## config.mk

```make
export PLATFORM = sky130hd
export DESIGN_NAME = miriscv_data_arbiter_flat
export DESIGN_NICKNAME = d
export VERILOG_FILES = /design/src/rtl/miriscv_data_arbiter_if.sv /design/src/rtl/miriscv_data_arbiter.sv /design/src/flat_wrapper.sv
export SDC_FILE = /design/constraint.sdc
export NUM_CORES = 1
export LEC_CHECK = 0
export CORE_AREA = 3 3 119 121
export CTS_BUF_LIST = sky130_fd_sc_hd__clkbuf_2
export CTS_CLUSTER_SIZE = 30
export DETAILED_ROUTE_END_ITERATION = 6
export DIE_AREA = 0 0 122 124
export SLEW_MARGIN = 20
export SYNTH_ARGS = -nofsm -noshare
export SYNTH_HDL_FRONTEND = slang
export SYNTH_SLANG_ARGS = --single-unit
```

## constraint.sdc

```tcl
create_clock -name clk_i -period 3 [get_ports clk_i]
set_clock_uncertainty 0.2 [all_clocks]
set_input_delay 0.75 -clock clk_i [delete_from_list [all_inputs] [get_ports clk_i]]
set_output_delay 0.75 -clock clk_i [all_outputs]
set_load 0.05 [all_outputs]
```

## src/rtl/miriscv_data_arbiter_if.sv

```systemverilog
// Data-memory bus between one master and the arbiter: request attributes out, grant/response back.
// Grant is combinational in the arbiter; response arrives one cycle after the grant.
// Master holds req and its attributes stable until gnt is seen.
interface miriscv_data_arbiter_if;
  logic        req;
  logic        we;
  logic [3:0]  be;
  logic [31:0] addr;
  logic [31:0] wdata;
  logic        gnt;
  logic        rvalid;
  logic [31:0] rdata;

  modport master (
    output req, we, be, addr, wdata,
    input  gnt, rvalid, rdata
  );

  modport slave (
    input  req, we, be, addr, wdata,
    output gnt, rvalid, rdata
  );
endinterface

```

## src/rtl/miriscv_data_arbiter.sv

```systemverilog
// Two-master arbiter for the single data-memory port (round-robin or fixed priority to master 0).
// Latency: grant combinational in the request cycle; response (rvalid/rdata) exactly one cycle later.
// Backpressure: a losing master simply keeps req high and is not granted until it wins arbitration.
module miriscv_data_arbiter #(
  parameter bit FIXED_PRIO = 1'b0
) (
  input  logic                   clk_i,
  input  logic                   rst_n_i,
  miriscv_data_arbiter_if.slave  m0_if,
  miriscv_data_arbiter_if.slave  m1_if,
  output logic                   s_req_o,
  output logic                   s_we_o,
  output logic [3:0]             s_be_o,
  output logic [31:0]            s_addr_o,
  output logic [31:0]            s_wdata_o,
  input  logic [31:0]            s_rdata_i,
  output logic                   owner_o
);

  // last_grant_q resets to 1 so master 0 wins the first round-robin conflict.
  logic last_grant_q, last_grant_d;
  logic resp_valid_q, resp_valid_d;
  logic resp_owner_q, resp_owner_d;
  logic resp_we_q,    resp_we_d;

  logic m0_gnt;
  logic m1_gnt;

  // Arbitration: sole requester wins; on conflict pick master 0 (fixed) or the one not granted last.
  always_comb begin
    m0_gnt = 1'b0;
    m1_gnt = 1'b0;
    if (rst_n_i) begin
      if (m0_if.req && m1_if.req) begin
        if (FIXED_PRIO || last_grant_q) begin
          m0_gnt = 1'b1;
        end else begin
          m1_gnt = 1'b1;
        end
      end else begin
        m0_gnt = m0_if.req;
        m1_gnt = m1_if.req;
      end
    end
  end

  assign m0_if.gnt = m0_gnt;
  assign m1_if.gnt = m1_gnt;

  // Slave-side request mux; attributes are zeroed when nothing is granted.
  always_comb begin
    s_req_o   = m0_gnt | m1_gnt;
    s_we_o    = 1'b0;
    s_be_o    = 4'b0000;
    s_addr_o  = 32'h0;
    s_wdata_o = 32'h0;
    if (m0_gnt) begin
      s_we_o    = m0_if.we;
      s_be_o    = m0_if.be;
      s_addr_o  = m0_if.addr;
      s_wdata_o = m0_if.wdata;
    end else if (m1_gnt) begin
      s_we_o    = m1_if.we;
      s_be_o    = m1_if.be;
      s_addr_o  = m1_if.addr;
      s_wdata_o = m1_if.wdata;
    end
  end

  // Next-state: remember who was granted and what kind of access the pending response is for.
  always_comb begin
    last_grant_d = last_grant_q;
    resp_valid_d = s_req_o;
    resp_owner_d = resp_owner_q;
    resp_we_d    = resp_we_q;
    if (m0_gnt) begin
      last_grant_d = 1'b0;
    end else if (m1_gnt) begin
      last_grant_d = 1'b1;
    end
    if (s_req_o) begin
      resp_owner_d = m1_gnt;
      resp_we_d    = s_we_o;
    end
  end

  // State registers; async reset discards any response still pending.
  always_ff @(posedge clk_i or negedge rst_n_i) begin
    if (!rst_n_i) begin
      last_grant_q <= 1'b1;
      resp_valid_q <= 1'b0;
      resp_owner_q <= 1'b0;
      resp_we_q    <= 1'b0;
    end else begin
      last_grant_q <= last_grant_d;
      resp_valid_q <= resp_valid_d;
      resp_owner_q <= resp_owner_d;
      resp_we_q    <= resp_we_d;
    end
  end

  // Response routing: only the owner sees rvalid; rdata is zero for writes and for the non-owner.
  always_comb begin
    m0_if.rvalid = resp_valid_q & ~resp_owner_q;
    m1_if.rvalid = resp_valid_q &  resp_owner_q;
    m0_if.rdata  = 32'h0;
    m1_if.rdata  = 32'h0;
    if (m0_if.rvalid && !resp_we_q) begin
      m0_if.rdata = s_rdata_i;
    end
    if (m1_if.rvalid && !resp_we_q) begin
      m1_if.rdata = s_rdata_i;
    end
  end

  assign owner_o = resp_owner_q;

endmodule

```

## src/flat_wrapper.sv

```systemverilog
// flat-port wrapper written by rule: the top's interface ports become plain ports
module miriscv_data_arbiter_flat 
#(
  parameter bit FIXED_PRIO = 1'b0
)
  (clk_i, rst_n_i, s_req_o, s_we_o, s_be_o, s_addr_o, s_wdata_o, s_rdata_i, owner_o, m0_if_req, m0_if_we, m0_if_be, m0_if_addr, m0_if_wdata, m0_if_gnt, m0_if_rvalid, m0_if_rdata, m1_if_req, m1_if_we, m1_if_be, m1_if_addr, m1_if_wdata, m1_if_gnt, m1_if_rvalid, m1_if_rdata);
  miriscv_data_arbiter_if m0_if_i ();
  miriscv_data_arbiter_if m1_if_i ();
  input  logic clk_i;
  input  logic rst_n_i;
  output logic s_req_o;
  output logic s_we_o;
  output logic [3:0] s_be_o;
  output logic [31:0] s_addr_o;
  output logic [31:0] s_wdata_o;
  input  logic [31:0] s_rdata_i;
  output logic owner_o;
  input wire logic [$bits(m0_if_i.req)-1:0] m0_if_req;
  input wire logic [$bits(m0_if_i.we)-1:0] m0_if_we;
  input wire logic [$bits(m0_if_i.be)-1:0] m0_if_be;
  input wire logic [$bits(m0_if_i.addr)-1:0] m0_if_addr;
  input wire logic [$bits(m0_if_i.wdata)-1:0] m0_if_wdata;
  output wire logic [$bits(m0_if_i.gnt)-1:0] m0_if_gnt;
  output wire logic [$bits(m0_if_i.rvalid)-1:0] m0_if_rvalid;
  output wire logic [$bits(m0_if_i.rdata)-1:0] m0_if_rdata;
  input wire logic [$bits(m1_if_i.req)-1:0] m1_if_req;
  input wire logic [$bits(m1_if_i.we)-1:0] m1_if_we;
  input wire logic [$bits(m1_if_i.be)-1:0] m1_if_be;
  input wire logic [$bits(m1_if_i.addr)-1:0] m1_if_addr;
  input wire logic [$bits(m1_if_i.wdata)-1:0] m1_if_wdata;
  output wire logic [$bits(m1_if_i.gnt)-1:0] m1_if_gnt;
  output wire logic [$bits(m1_if_i.rvalid)-1:0] m1_if_rvalid;
  output wire logic [$bits(m1_if_i.rdata)-1:0] m1_if_rdata;
  assign m0_if_i.req = m0_if_req;
  assign m0_if_i.we = m0_if_we;
  assign m0_if_i.be = m0_if_be;
  assign m0_if_i.addr = m0_if_addr;
  assign m0_if_i.wdata = m0_if_wdata;
  assign m0_if_gnt = m0_if_i.gnt;
  assign m0_if_rvalid = m0_if_i.rvalid;
  assign m0_if_rdata = m0_if_i.rdata;
  assign m1_if_i.req = m1_if_req;
  assign m1_if_i.we = m1_if_we;
  assign m1_if_i.be = m1_if_be;
  assign m1_if_i.addr = m1_if_addr;
  assign m1_if_i.wdata = m1_if_wdata;
  assign m1_if_gnt = m1_if_i.gnt;
  assign m1_if_rvalid = m1_if_i.rvalid;
  assign m1_if_rdata = m1_if_i.rdata;
  miriscv_data_arbiter #(.FIXED_PRIO(FIXED_PRIO)) u_core (.clk_i(clk_i), .rst_n_i(rst_n_i), .m0_if(m0_if_i), .m1_if(m1_if_i), .s_req_o(s_req_o), .s_we_o(s_we_o), .s_be_o(s_be_o), .s_addr_o(s_addr_o), .s_wdata_o(s_wdata_o), .s_rdata_i(s_rdata_i), .owner_o(owner_o));
endmodule
```

# After elaboration in Yosys (flattened, before gate mapping)
# Cells that the tools add are included.
dict set report word_totals {
  regBits 4
  latch_bits 0
  ramBits 0
  rom_bits 0
  in_bits 174
  elab_cells 31
  n_memories 0
}
dict set report classes {
  n_addsub 0
  mul 0
  div_mod_pow 0
  n_lt_le_gt_ge 0
  n_eq_ne 0
  shift 0
  mux 18
  bitwise_logic 4
  reduce_logical 5
}
# cell count
set op_table {}
lappend op_table {{32-bit 2-to-1 mux} 6}
lappend op_table {{1-bit 2-to-1 mux} 10}
lappend op_table {{4-bit 2-to-1 mux} 2}
lappend op_table {{1-bit logical AND} 3}
lappend op_table {{1-bit AND} 2}
lappend op_table {{2-bit nonzero test} 1}
lappend op_table {{1-bit zero test} 1}
lappend op_table {{1-bit NOT} 1}
lappend op_table {{1-bit OR} 1}

# Longest topological paths before layout
# Gate-level depths: netlist of run 1.
dict set report logic_depth {
  depth_word 5
  ltp_mapped 4
}

# Least setup slack after synthesis of run 1
# OpenSTA, ideal clock, no wires.
dict set report synth_timing {
  path_type {input port to output port}
  start {in m0_if_req}
  end {out s_wdata_o[23]}
  t_arrival_ns 1.785
  setup_slack_ns 0.265
  stages 4
  n_path_buf 1
  cell_sequence {nand2_1 -> a21oi_4 -> buf_6 -> a22o_1}
}
dict set report synth_via {
  elab_cells_between_ends 7
  cone_classes {mux (6); reduce/logical (1)}
}
# element line
set synth_rtl {}
lappend synth_rtl {{start, declared} flat_wrapper.sv:18} ;# input wire logic [$bits(m0_if_i.req)-1:0] m0_if_req;
lappend synth_rtl {{1-bit logical AND} miriscv_data_arbiter.sv:34} ;# if (m0_if.req && m1_if.req) begin
lappend synth_rtl {{1-bit 2-to-1 mux (*)} miriscv_data_arbiter.sv:34}
lappend synth_rtl {{1-bit 2-to-1 mux (*)} miriscv_data_arbiter.sv:33} ;# if (rst_n_i) begin
lappend synth_rtl {{net m0_if_gnt} flat_wrapper.sv:23} ;# output wire logic [$bits(m0_if_i.gnt)-1:0] m0_if_gnt;
lappend synth_rtl {{32-bit 2-to-1 mux (*)} miriscv_data_arbiter.sv:57} ;# if (m0_gnt) begin
lappend synth_rtl {{end, declared} flat_wrapper.sv:15} ;# output logic [31:0] s_wdata_o;
# The timed path passes the listed nets; every way through them passes the cells marked *.

# Worst setup path in the final report of run 1
dict set report layout_timing {
  start {in m0_if_req}
  end {out s_wdata_o[1]}
}
dict set report layout_via {
  elab_chain_len 5
  elab_cells_between_ends 7
  cone_classes {mux (6); reduce/logical (1)}
}
# element line
set layout_lines {}
lappend layout_lines {{1-bit logical AND} miriscv_data_arbiter.sv:34}
lappend layout_lines {{1-bit 2-to-1 mux} miriscv_data_arbiter.sv:34}
lappend layout_lines {{1-bit 2-to-1 mux} miriscv_data_arbiter.sv:33}
lappend layout_lines {{32-bit 2-to-1 mux} miriscv_data_arbiter.sv:62} ;# end else if (m1_gnt) begin
lappend layout_lines {{32-bit 2-to-1 mux (*)} miriscv_data_arbiter.sv:57}
# Every way passes the cells marked *; elsewhere a longest branch is shown, timed or not.

==> metrics.cfg, run 1 <==
[sta]
min_period_ps = 2970
setup_violations = 0
relSlewSlack_pct = 65.0
fin_crit_sh_pct = 98.9
max_slew.worst_pin.slew_ps = 523
rsz0062_at_grt = yes
finalHoldViolCount = 0
drv_slew = 0
max_freq_ghz = 0.337
setup_tns_ps = 0

[drt]
drc_errors = 0
postRouteAntennaNets = 0
wire_per_inst_um = 18.0
first_iter_violations = 83
wirelength_um = 12100
dr.pass1.iters = 4
num_vias = 2744
vias_per_cell = 4.10

[logic_synthesis]
syn_area_sq_um = 1460
synth_edf_count = 0
syn_inst = 173
synth_cell_types = 19
ys_seq_elements = 4
synthFlopType = dfrtp_1
syn_nets = 347
synth_warnings = 0
avgSynthCellArea_sq_um = 8.43
seq_area_frac_synth_pct = 6.95
synth-async-reset-ratio_pct = 100

[setup_path]
crit_buf_inv = 5
crit_type = input port to primary output
slowest_delay_ps = 270
r2r_start = u_core.last_grant_q
path_cells = dlygate4sd2_1, buf_4, a21oi_4, buf_4, clkbuf_16, a22o_2, buf_12
path_max_fanout = 10
required_ps = 2050
arrival_ps = 2020
crit_path_top_delay_cell = dlygate4sd2_1
r2r-end = u_core.resp_we_q
setup.worst_path.end_class = primary output
reg2reg_depth = 4
worst_setup_path_start_kind = input port
cp_top_family = buffers and inverters
rrSetupSlack_ps = 1360
crit_top_cell = buf_4

[finish]
layout_commonest_cell = clkdlybuf4s50_1
final_layout_size_suffix_gt1_share_pct = 45.0
nets = 668
final_cells = 670
layout_common_cells = clkdlybuf4s50_1, buf_12, and2_1
fin_util_pct = 49.6
synthToLayoutAreaGrowth_pct = 349

[global_routing]
gr-total-overflow = 0
antenna_found_initial = 1
grt_pass1_vias = 2828
grt_max_degree = 33
grt_pass1_wl_um = 15900
grt_usage_pct = 13.5

[power_and_ir_drop]
p_per_area_nw_per_um2 = 259
cellLeakagePower_uw = 0.00271
p_switching_uw = 776
seq_power_share_pct = 4.5
clkPwrFrac_pct = 3.7
netSwitchingFraction_pct = 45.8
internal_power_uw = 918
vdd_drop_max_v = 0.000122
power_frac_comb_pct = 91.8

[die]
die_w_um = 122
core_area_sq_um = 13200
die_h_um = 124
die-area_sq_um = 15100
start_util_pct = 11.1
fp-row-count = 42
ios = 313

[min_path]
hold-path-cell-count = 2
whs_endpoint = u_core.last_grant_q
hold_path_class = register to register
hold_start = u_core.last_grant_q

[placed_design]
io_buffers = 312
dp_hpwl_um = 9950
gp_congestion = 0.767
place_inst = 654

[clock_network]
cts.sinks = 4
cts_root_buf = clkbuf_2
clk_latency_ps = 220
numCtsBuffers = 3
clockBufferDepth = 2
cts_tree = done
cts.htree.levels = 1
ctsHoldBuffers = 0
clkTransAtPathRegs_ps = 70

[flow_run]
drv_cap = 0

[outcome]
status = finished, final reports clean

[worst register-to-register path, delay by kind of cell (launching register included)]
family	cells	cell delay, ps
buf+inv	2	290
flops	1	580
compound gates	2	460
[what timing repair did]
| action | in CTS | in global routing |
|---|---|---|
| pin swaps | 4 | 4 |
| cloned | 3 | 2 |
| setup buffers | 6 | 0 |
| gates resized for setup | 20 | 11 |
| endpoints found under the hold margin | 0 | 0 |
| endpoints found under the setup margin | 71 | 20 |
[sequential cells by signal, summed over array words and instances (netlist names)]
name / cells
u_core.last_grant_q: 1
u_core.owner_o: 1
u_core.resp_valid_q: 1
u_core.resp_we_q: 1
[synthesized netlist by cell type, drive strengths merged, types with 2 or more instances]
| cell | instances | share of area, % |
|---|---|---|
| a22o | 69 | 45 |
| and2 | 66 | 28 |
| buf | 14 | 11 |
| clkbuf | 6 | 1.5 |
| dfrtp | 3 | 5.1 |
| nand2 | 3 | 0.94 |
| a21oi | 2 | 2.2 |
| inv | 2 | 0.51 |
| o21ai | 2 | 0.69 |
[stage by stage]
step	total power (uW)	hold slack (ps)	setup slack (ps)	area (sq um)
final	1690	355	33.2	6550
after global routing	1760	413	-16.5	6550
after CTS	1680	357	24.9	6400
after detailed placement	1550	347	-195	6130
after global placement	1540	308	-146	6130
after floorplan	719	254	265	1460
[cells by family (layout without fill, tap and decap cells)]
| logic type | Yosys count | after routing | share of synthesized area, % |
|---|---|---|---|
| buffers and inverters | 22 | 342 | 12.9 |
| AO/OA/AOI/OAI | 75 | 75 | 49.1 |
| other | 0 | 1 | 0 |
| AND/OR/NAND/NOR | 72 | 72 | 31.1 |
| flip-flops | 4 | 4 | 6.95 |
[area by class of cell]
type / instances / area [sq um]
clock buffer: 4 / 20.0
sequential: 4 / 101
tap: 176 / 220
timing repair buffer: 336 / 4830
inverter: 2 / 7.51
multi-input combinational: 147 / 1370
fill: 1161 / 6640
antenna: 1 / 2.50
[routing by layer]
metal	share of wire (%)	vias to the layer above	global-route usage [%]
met3	11	4	4.36
met2	56	192	27.1
met4	0.67	0	2.73
li1	-	1298	-
met5	0	-	0
met1	33	1250	13.6
[power by group through the flow]
stage	clock (uW)	sequential [uW]	combinational, uW
2_1_floorplan	0	79.5	639
5_1_grt	70.3	78.1	1610
6_report	63.3	75.4	1560
3_5_place_dp	0	77.3	1480
4_1_cts	67.9	76.1	1530
3_3_place_gp	0	76.9	1460
[worst max-delay path by stage]
stage                         start            end  cells past startpoint  slack (ps)
after CTS                 m1_if_req  s_wdata_o[31]                      7          20
after detailed placement    rst_n_i  s_wdata_o[12]                      6        -190
after global routing      m0_if_req  s_wdata_o[23]                      7         -20
after floorplan           m0_if_req  s_wdata_o[23]                      4         260
after global placement    m0_if_req   s_wdata_o[3]                      6        -150
final                     m0_if_req   s_wdata_o[1]                      7          30
Power figures use the tool's default switching activity.
==> run 2, diff against run 1 <==
- CTS_BUF_LIST: sky130_fd_sc_hd__clkbuf_2 -> sky130_fd_sc_hd__clkbuf_4 sky130_fd_sc_hd__clkbuf_8
==> metrics.cfg, run 2 (synthesis results as in run 1) <==
[outcome]
status = finished, final reports clean  ; unchanged

[sta]
max_freq_ghz = 0.337  ; about the same
drv_slew = 0  ; unchanged
whs_ps = 351  ; was 355 ps
max_slew.worst_pin.slew_ps = 523  ; unchanged
finalHoldViolCount = 0  ; unchanged
setup_violations = 0  ; unchanged
fin_crit_sh_pct = 99.0  ; was 98.9%
rsz0062_at_grt = yes  ; unchanged
setup_tns_ps = 0  ; unchanged
min_period_ps = 2970  ; about the same
relSlewSlack_pct = 65.0  ; unchanged

[power_and_ir_drop]
netSwitchingFraction_pct = 44.3  ; was 45.8%
vdd_drop_max_v = 0.000177  ; was 0.000122 V
p_switching_uw = 781  ; was 776 uW
clkPwrFrac_pct = 7.5  ; was 3.7%
seq_power_share_pct = 4.3  ; was 4.5%
cellLeakagePower_uw = 0.00272  ; was 0.00271 uW
p_per_area_nw_per_um2 = 268  ; was 259 nW/um^2
internal_power_uw = 983  ; was 918 uW
power_frac_comb_pct = 88.2  ; was 91.8%

[clock_network]
cts_tree = done  ; unchanged
clkTransAtPathRegs_ps = 40  ; was 70 ps
cts_root_buf = clkbuf_8  ; was clkbuf_2
clk_latency_ps = 220  ; about the same
clockBufferDepth = 2  ; unchanged
ctsHoldBuffers = 0  ; unchanged
cts.sinks = 4  ; unchanged
cts.htree.levels = 1  ; unchanged
numCtsBuffers = 3  ; unchanged

[finish]
layout_common_cells = clkdlybuf4s50_1, buf_12, and2_1  ; unchanged
synthToLayoutAreaGrowth_pct = 351  ; was 349%
nets = 668  ; unchanged
layout_commonest_cell = clkdlybuf4s50_1  ; unchanged
antenna_cells = 0  ; was 1
final_layout_size_suffix_gt1_share_pct = 45.0  ; unchanged
fillCellCount = 1162  ; was 1161

[setup_path]
r2r_start = u_core.last_grant_q  ; unchanged
crit_path_top_delay_cell = dlygate4sd2_1  ; unchanged
crit_top_cell = buf_4  ; unchanged
path_cells = dlygate4sd2_1, buf_4, a21oi_4, buf_4, clkbuf_16, a22o_2, buf_12  ; unchanged
path_max_fanout = 10  ; unchanged
worst_setup_path_start_kind = input port  ; unchanged
r2r-end = u_core.resp_we_q  ; unchanged
arrival_ps = 2020  ; about the same
setup.worst_path.end_class = primary output  ; unchanged
rrSetupSlack_ps = 1360  ; about the same
crit_type = input port to primary output  ; unchanged
required_ps = 2050  ; about the same
slowest_delay_ps = 270  ; about the same
reg2reg_depth = 4  ; unchanged

[global_routing]
grt_pass1_vias = 2831  ; was 2828
gr-total-overflow = 0  ; unchanged
antenna_found_initial = 0  ; was 1
grt_max_degree = 33  ; unchanged
grt_pass1_wl_um = 15900  ; about the same
grt_usage_pct = 13.6  ; was 13.5%

[drt]
wirelength_um = 12100  ; about the same
postRouteAntennaNets = 0  ; unchanged
num_vias = 2732  ; was 2744
first_iter_violations = 84  ; was 83
dr.pass1.iters = 4  ; unchanged
drc_errors = 0  ; unchanged
vias_per_cell = 4.08  ; was 4.10
wire_per_inst_um = 18.0  ; about the same

[die]
fp-row-count = 42  ; unchanged
start_util_pct = 11.1  ; unchanged
die_h_um = 124  ; unchanged
die_w_um = 122  ; unchanged
core_area_sq_um = 13200  ; unchanged
die-area_sq_um = 15100  ; unchanged
ios = 313  ; unchanged

[min_path]
hold-path-cell-count = 2  ; unchanged
hold_path_class = register to register  ; unchanged
hold_start = u_core.last_grant_q  ; unchanged
whs_endpoint = u_core.last_grant_q  ; unchanged

[placed_design]
gp_congestion = 0.767  ; unchanged
dp_hpwl_um = 9950  ; unchanged
io_buffers = 312  ; unchanged

[flow_run]
drv_cap = 0  ; unchanged

[run 2: cell count changes in the layout (fill, tap and decap cells not counted), sizes merged]
cell,previous run,this run
diode,1,0
[run 2: worst max-delay path, delay by kind of cell]
kind,cells,cell delay [ps]
buffers and inverters,5,910
AO/OA/AOI/OAI,2,350
[run 2: timing repair]
action,4_1_cts,5_1_grt
buffers inserted,6,0
hold endpoints to repair,0,0
endpoints found under the setup margin,71,22
gates resized for setup,20,11
pin swaps,4,4
gates cloned,3,2
[run 2: layout make-up]
cell class | count | area (sq um) | share of cell area (%)
clock buffer | 4 | 48.8 | 0.742
multi-input combinational | 147 | 1370 | 20.8
inverter | 2 | 7.51 | 0.114
tap | 176 | 220 | 3.35
timing repair buffer | 336 | 4830 | 73.5
sequential | 4 | 101 | 1.54
[run 2: power by group through the flow]
| stage | combinational [uW] | sequential [uW] | clock, uW |
|---|---|---|---|
| after floorplan | 639 | 79.5 | 0 |
| after global placement | 1460 | 76.9 | 0 |
| after detailed placement | 1480 | 77.3 | 0 |
| after CTS | 1530 | 76.5 | 136 |
| after global routing | 1610 | 78.5 | 142 |
| final | 1560 | 75.7 | 133 |
[run 2: worst max-delay path by stage]
| stage | startpoint | to | cells past startpoint | slack (ps) |
|---|---|---|---|---|
| after global placement | m0_if_req | s_wdata_o[3] | 6 | -150 |
| after floorplan | m0_if_req | s_wdata_o[23] | 4 | 260 |
| after detailed placement | rst_n_i | s_wdata_o[12] | 6 | -190 |
| after global routing | m0_if_req | s_wdata_o[23] | 7 | -20 |
| final | m0_if_req | s_wdata_o[1] | 7 | 30 |
| after CTS | m1_if_req | s_wdata_o[31] | 7 | 20 |
[run 2: layer usage]
layer,share of wire [%],GRT usage [%],up-vias
li1,-,-,1297
met3,11,4.36,7
met1,33,13.6,1241
met5,0,0,-
met2,56,27.1,187
met4,0.89,3.15,0
[run 2: stage by stage]
| step | util, % | power [uW] | setup slack (ps) | cell area [sq um] | cells |
|---|---|---|---|---|---|
| 3_5_place_dp | 46.5 | 1550 | -195 | 6130 | 654 |
| 4_1_cts | 48.7 | 1750 | 24.9 | 6430 | 667 |
| 6_report | 49.8 | 1760 | 30.8 | 6570 | 669 |
| 5_1_grt | 49.8 | 1830 | -16.4 | 6570 | 669 |
| 3_3_place_gp | 46.5 | 1540 | -146 | 6130 | 654 |
| 2_1_floorplan | - | 719 | 265 | 1460 | 173 |
